File: config.mk
export PLATFORM = sky130hd
export DESIGN_NAME = request_unit
export DESIGN_NICKNAME = d
export VERILOG_FILES = /design/src/rtl/request_unit.sv
export SDC_FILE = /design/constraint.sdc
export NUM_CORES = 1
export LEC_CHECK = 0
export ABC_AREA = 1
export BUFFER_PORTS_ARGS = -buffer_cell sky130_fd_sc_hd__buf_2
export CELL_PAD_IN_SITES_DETAIL_PLACEMENT = 0
export CELL_PAD_IN_SITES_GLOBAL_PLACEMENT = 2
export CORE_MARGIN = 4
export CORE_UTILIZATION = 26
export DETAILED_ROUTE_END_ITERATION = 8
export PLACE_DENSITY = 0.85
export SLEW_MARGIN = 25
export SYNTH_ARGS = -nofsm -noshare
export SYNTH_HDL_FRONTEND = slang
export SYNTH_SLANG_ARGS = --single-unit
File: constraint.sdc
create_clock -name CLK -period 1.5 [get_ports CLK]
set_input_delay 0.3 -clock CLK [delete_from_list [all_inputs] [get_ports CLK]]
set_output_delay 0.3 -clock CLK [all_outputs]
set_load 0.05 [all_outputs]
File: src/rtl/request_unit.sv
// request_unit: sequences one-at-a-time instruction and data memory requests
// for the single-cycle datapath, gates PC advancement and latches halt.
module request_unit #(
  parameter int unsigned CNT_W = 32
) (
  input  logic             CLK,
  input  logic             RST,
  input  logic             ihit,
  input  logic             dhit,
  input  logic             MemRead,
  input  logic             MemWrite,
  input  logic             halt,
  output logic             imemREN,
  output logic             dmemREN,
  output logic             dmemWEN,
  output logic             pc_en,
  output logic             halted,
  output logic [CNT_W-1:0] instr_cnt,
  output logic [CNT_W-1:0] stall_cnt
);

  localparam logic [CNT_W-1:0] LP_CNT_MAX = '1;

  typedef enum logic [1:0] {
    S_IFETCH  = 2'd0,
    S_DACCESS = 2'd1,
    S_HALTED  = 2'd2
  } state_e;

  state_e           r_state;
  state_e           w_next_state;
  logic             r_rd_q;
  logic             r_wr_q;
  logic [CNT_W-1:0] r_instr_cnt;
  logic [CNT_W-1:0] r_stall_cnt;
  logic             w_mem_op;
  logic             w_pc_en;

  assign w_mem_op  = MemRead || MemWrite;
  assign instr_cnt = r_instr_cnt;
  assign stall_cnt = r_stall_cnt;
  assign pc_en     = w_pc_en;

  // State register
  always_ff @(posedge CLK) begin
    if (RST) begin
      r_state <= S_IFETCH;
    end else begin
      r_state <= w_next_state;
    end
  end

  // Next-state decode; halt outranks a memory op on the same fetch
  always_comb begin
    w_next_state = r_state;
    case (r_state)
      S_IFETCH: begin
        if (ihit && halt) begin
          w_next_state = S_HALTED;
        end else if (ihit && w_mem_op) begin
          w_next_state = S_DACCESS;
        end
      end
      S_DACCESS: begin
        if (dhit) begin
          w_next_state = S_IFETCH;
        end
      end
      S_HALTED: w_next_state = S_HALTED;
      default:  w_next_state = S_IFETCH;
    endcase
  end

  // Output decode: enables are Moore, pc_en is Mealy on the hit
  always_comb begin
    imemREN = 1'b0;
    dmemREN = 1'b0;
    dmemWEN = 1'b0;
    halted  = 1'b0;
    w_pc_en = 1'b0;
    case (r_state)
      S_IFETCH: begin
        imemREN = 1'b1;
        w_pc_en = ihit && !halt && !w_mem_op;
      end
      S_DACCESS: begin
        dmemREN = r_rd_q && !r_wr_q;
        dmemWEN = r_wr_q;
        w_pc_en = dhit;
      end
      S_HALTED: halted = 1'b1;
      default: ;
    endcase
    if (RST) begin
      w_pc_en = 1'b0;
    end
  end

  // Access-type latches; a read+write request degrades to write only
  always_ff @(posedge CLK) begin
    if (RST) begin
      r_rd_q <= 1'b0;
      r_wr_q <= 1'b0;
    end else if (r_state == S_IFETCH && ihit && !halt && w_mem_op) begin
      r_rd_q <= MemRead && !MemWrite;
      r_wr_q <= MemWrite;
    end else if (r_state == S_DACCESS && dhit) begin
      r_rd_q <= 1'b0;
      r_wr_q <= 1'b0;
    end
  end

  // Saturating retire counter
  always_ff @(posedge CLK) begin
    if (RST) begin
      r_instr_cnt <= '0;
    end else if (w_pc_en && r_instr_cnt != LP_CNT_MAX) begin
      r_instr_cnt <= r_instr_cnt + CNT_W'(1);
    end
  end

  // Saturating data-stall counter
  always_ff @(posedge CLK) begin
    if (RST) begin
      r_stall_cnt <= '0;
    end else if (r_state == S_DACCESS && !dhit && r_stall_cnt != LP_CNT_MAX) begin
      r_stall_cnt <= r_stall_cnt + CNT_W'(1);
    end
  end

endmodule

==> Implementation_results.wiki <==
{| class="wikitable"
! Metric !! Value
|-
| Worst r2r path cells || 9
|-
| CP startpoint || r_state[0]$_SDFFE_PP0P_
|-
| I/O pin count || 76
|-
| Syn Std Cell Area || 4290 um^2
|-
| Vias per cell || 4.42
|-
| Maximum root-to-sink buffer count || 2
|-
| Post-route fraction of the period consumed by the critical path || 113%
|-
| Highest clock frequency the design can meet || 588 MHz
|-
| Routed wire length per instance || 13.2 um
|-
| Result of the run || complete, but fails checks
|-
| Fin Clk Skew || 10.7 ps
|-
| Average cell area after synthesis || 5.89 um^2
|-
| End point of the worst hold path || instr_cnt[3]$_SDFFE_PP0P_
|-
| Floorplan die area || around 19000 um^2
|-
| Layout cells sized above 1 || a little under half
|-
| Antenna violations before repair || 1
|-
| TritonCTS clock tree || done
|-
| Horizontal extent of the die || ~140 um
|-
| Number of buffers created by CTS || 9
|-
| Layout overhead on the synthesized area || 71.6%
|-
| Worst Path Arrival || 1400 ps
|-
| Final Routed Wirelength || 15.6 mm
|-
| Worst slew margin || 78.6%
|-
| Wire length of the first global-routing pass || 24.1 mm
|-
| Clock net sink count || 68
|-
| Clock-pin slew on the worst setup and hold paths || roughly 60 ps
|-
| Post-detailed-route count of antenna-violating nets || 0
|-
| CP max FO || 4
|-
| Final Util || 45.9%
|-
| Sequential element share of the synthesized area || 31.7%
|-
| Gate count of the mapped netlist || 729
|-
| Initial core utilization || 26.7%
|-
| Global router's overall resource usage || 16.5%
|-
| DIE HEIGHT || 136 um
|-
| Capture point of the worst reg-to-reg path || stall_cnt[2]$_SDFFE_PP0P_
|-
| Final net count || 969
|-
| Routability-driven placement congestion ratio || 0.817
|-
| Antenna diodes || 0
|-
| Final worst setup slack || -200 ps
|-
| Kind of start point of the critical path || flip-flop
|-
| Shortest clock period the worst path allows after layout || 1700 ps
|-
| Worst skew pair latency || 350 ps
|-
| Global-route congestion overflow total || 0
|-
| CTS HTree Levels || 3
|-
| Pwr Density || 614 nW/um^2
|-
| Yosys reg bits || 68
|-
| Warnings, synthesis || 0
|-
| Final Hold Fails || 0
|-
| Max-cap check violation count || 0
|-
| Class of the most critical hold timing path || in2reg
|-
| Final sum of negative setup slack || -3630 ps
|-
| Port bufs || 75
|-
| Least-Margin Pin Slew || 319 ps
|-
| Router iterations before antenna repair || 4
|-
| Largest net degree at the start of global routing || 31
|-
| Violated checks || negative setup slack
|-
| Area of the core || 16100 um^2
|-
| Routed via count || 5220
|-
| Post-detailed-route DRC marker count || 0
|-
| Number of max-slew violations in the final report || 0
|-
| Setup CP Type || reg2out
|-
| Data required time of the worst path || 1200 ps
|-
| Number of global-route vias before repair || about 4900
|-
| Post-CTS Hold Buffers || 0
|-
| # rows || 46
|-
| Clk root buf || sky130_fd_sc_hd__clkbuf_16
|-
| Crit path capture type || output pin
|-
| Number of unique standard cell types used by synthesis || 28
|-
| Reported leakage power || 3.37 nW
|-
| Setup repair after global routing missed its margin || yes
|-
| Number of setup violations in the final report || 63
|-
| FF-to-FF Start || stall_cnt[0]$_SDFFE_PP0P_
|-
| Reg2reg setup slack || -100 ps
|-
| Maximum VDD drop || 595 uV
|-
| DR iter-0 viols || 257
|-
| Placed wire-length estimate || 11.1 mm
|-
| Min-Delay Path Depth || 2
|-
| Origin of the worst min-delay path || RST
|-
| Final worst hold slack || 213 ps
|-
| Synthesized netlist net count || 738
|}
==> cells in the final DEF, fill, tap and decap left out, drive strengths merged, types with 2 or more instances in the layout <==
| cell type | instances |
|---|---|
| a21oi | 31 |
| nand4 | 13 |
| xnor2 | 3 |
| o21ai | 12 |
| clkinv | 4 |
| nor3 | 5 |
| and2 | 2 |
| inv | 75 |
| buf | 232 |
| nand2 | 253 |
| ha | 2 |
| nand3 | 63 |
| dfxtp | 68 |
| clkbuf | 13 |
| xor2 | 13 |
| nor2 | 169 |
| nand3b | 5 |
==> critical path, stage by stage, from the launching register on <==
cell                      delay [ps]
sky130_fd_sc_hd__dfxtp_4         380
sky130_fd_sc_hd__inv_4            50
sky130_fd_sc_hd__nor2_4           90
sky130_fd_sc_hd__nand2_2          70
sky130_fd_sc_hd__a21oi_4         190
sky130_fd_sc_hd__buf_6           130
sky130_fd_sc_hd__buf_8           130
==> where the power goes <==
part           internal [mW]  leakage [nW]  total, mW  switching [mW]
Clock                   1.26         0.147       2.18           0.913
Combinational          0.182          2.65      0.508           0.325
Sequential              1.81         0.581       1.84          0.0255
Total                   3.26          3.37       4.52            1.26
==> flip-flops by register name, summed over array words and instances (netlist names) <==
register and flops:
instr_cnt 32, r_rd_q 1, r_state 2, r_wr_q 1, stall_cnt 32
==> per-stage QoR <==
stage	std cells	worst slack [ps]	instance area (um^2)	total power, mW
2_1_floorplan	729	-336	4600	2.17
3_3_place_gp	1151	-108	6310	2.34
3_5_place_dp	1151	-123	6310	2.34
4_1_cts	1174	-178	6880	4.54
5_1_grt	1181	-256	7370	4.68
6_report	1181	-200	7370	4.52
==> worst max path at each step <==
stage	to	depth (start not counted)	slack [ps]
final	pc_en	6	-200
after global routing	pc_en	6	-260
after CTS	pc_en	6	-180
after detailed placement	instr_cnt[15]$_SDFFE_PP0P_	11	-120
after global placement	stall_cnt[2]$_SDFFE_PP0P_	8	-110
after floorplan	instr_cnt[17]$_SDFFE_PP0P_	8	-340
==> layer usage <==
metal | global-route usage (%) | up-vias | routed length [um]
met5 | 0 | - | 8
met4 | 5.94 | 2 | 276
met3 | 2.65 | 22 | 419
met2 | 25.6 | 71 | 7070
met1 | 23.1 | 2378 | 7800
li1 | - | 2747 | -
==> what timing repair did <==
item / 4_1_cts / 5_1_grt
pin swaps: 10 / 42
setup endpoints to repair: 67 / 69
hold endpoints to repair: 0 / 0
gates resized for setup: 50 / 98
buffers inserted: 4 / 5
cloned: 3 / 3
==> kinds of logic (layout without fill, tap and decap cells) <==
group                    Yosys count  in the layout  synth area share, %
buffers and inverters             92            325                 9.36
AND/OR/NAND/NOR                  507            510                 49.7
AO/OA/AOI/OAI                     44             44                 5.42
XOR/XNOR                          16             16                 3.26
flip-flops                        68             68                 31.7
adder cells (fa/ha/maj)            2              2                0.583
==> cells in the mapped netlist <==
| cell | count | share of area [%] |
|---|---|---|
| sky130_fd_sc_hd__ha_1 | 2 | 0.58 |
| sky130_fd_sc_hd__nand3b_1 | 5 | 0.87 |
| sky130_fd_sc_hd__nand3_2 | 2 | 0.47 |
| sky130_fd_sc_hd__o21ai_1 | 3 | 0.35 |
| sky130_fd_sc_hd__inv_1 | 73 | 6.4 |
| sky130_fd_sc_hd__buf_2 | 3 | 0.35 |
| sky130_fd_sc_hd__and2_1 | 2 | 0.29 |
| sky130_fd_sc_hd__nor2_4 | 3 | 0.79 |
| sky130_fd_sc_hd__xor2_1 | 13 | 2.7 |
| sky130_fd_sc_hd__buf_1 | 3 | 0.26 |
| sky130_fd_sc_hd__nand2_1 | 245 | 21 |
| sky130_fd_sc_hd__nor2_1 | 159 | 14 |
| sky130_fd_sc_hd__o21ai_0 | 9 | 1.0 |
| sky130_fd_sc_hd__a31oi_1 | 1 | 0.15 |
| sky130_fd_sc_hd__nor2_8 | 1 | 0.47 |
| sky130_fd_sc_hd__xnor2_1 | 3 | 0.61 |
| sky130_fd_sc_hd__buf_6 | 7 | 1.8 |
| sky130_fd_sc_hd__nor3_1 | 5 | 0.58 |
| sky130_fd_sc_hd__nand2_2 | 4 | 0.58 |
| sky130_fd_sc_hd__a21oi_4 | 1 | 0.38 |
| sky130_fd_sc_hd__nand3_1 | 60 | 7.0 |
| sky130_fd_sc_hd__inv_2 | 2 | 0.17 |
| sky130_fd_sc_hd__nand4_1 | 13 | 1.9 |
| sky130_fd_sc_hd__dfxtp_1 | 68 | 32 |
| sky130_fd_sc_hd__a21oi_1 | 30 | 3.5 |
| sky130_fd_sc_hd__nand2_4 | 2 | 0.52 |
| sky130_fd_sc_hd__clkbuf_1 | 4 | 0.35 |
| sky130_fd_sc_hd__nor2_2 | 6 | 0.87 |
==> final cells by class <==
cell class              count  area, um^2
flip-flops and latches     68        1470
clock buffers              11         264
clock inverters             5        32.5
fillers                  1668        8690
inverters                  75         284
well taps                 216         270
repair buffers            234        1820
multi-input cells         572        3230
(Power assumes the default switching activity.)
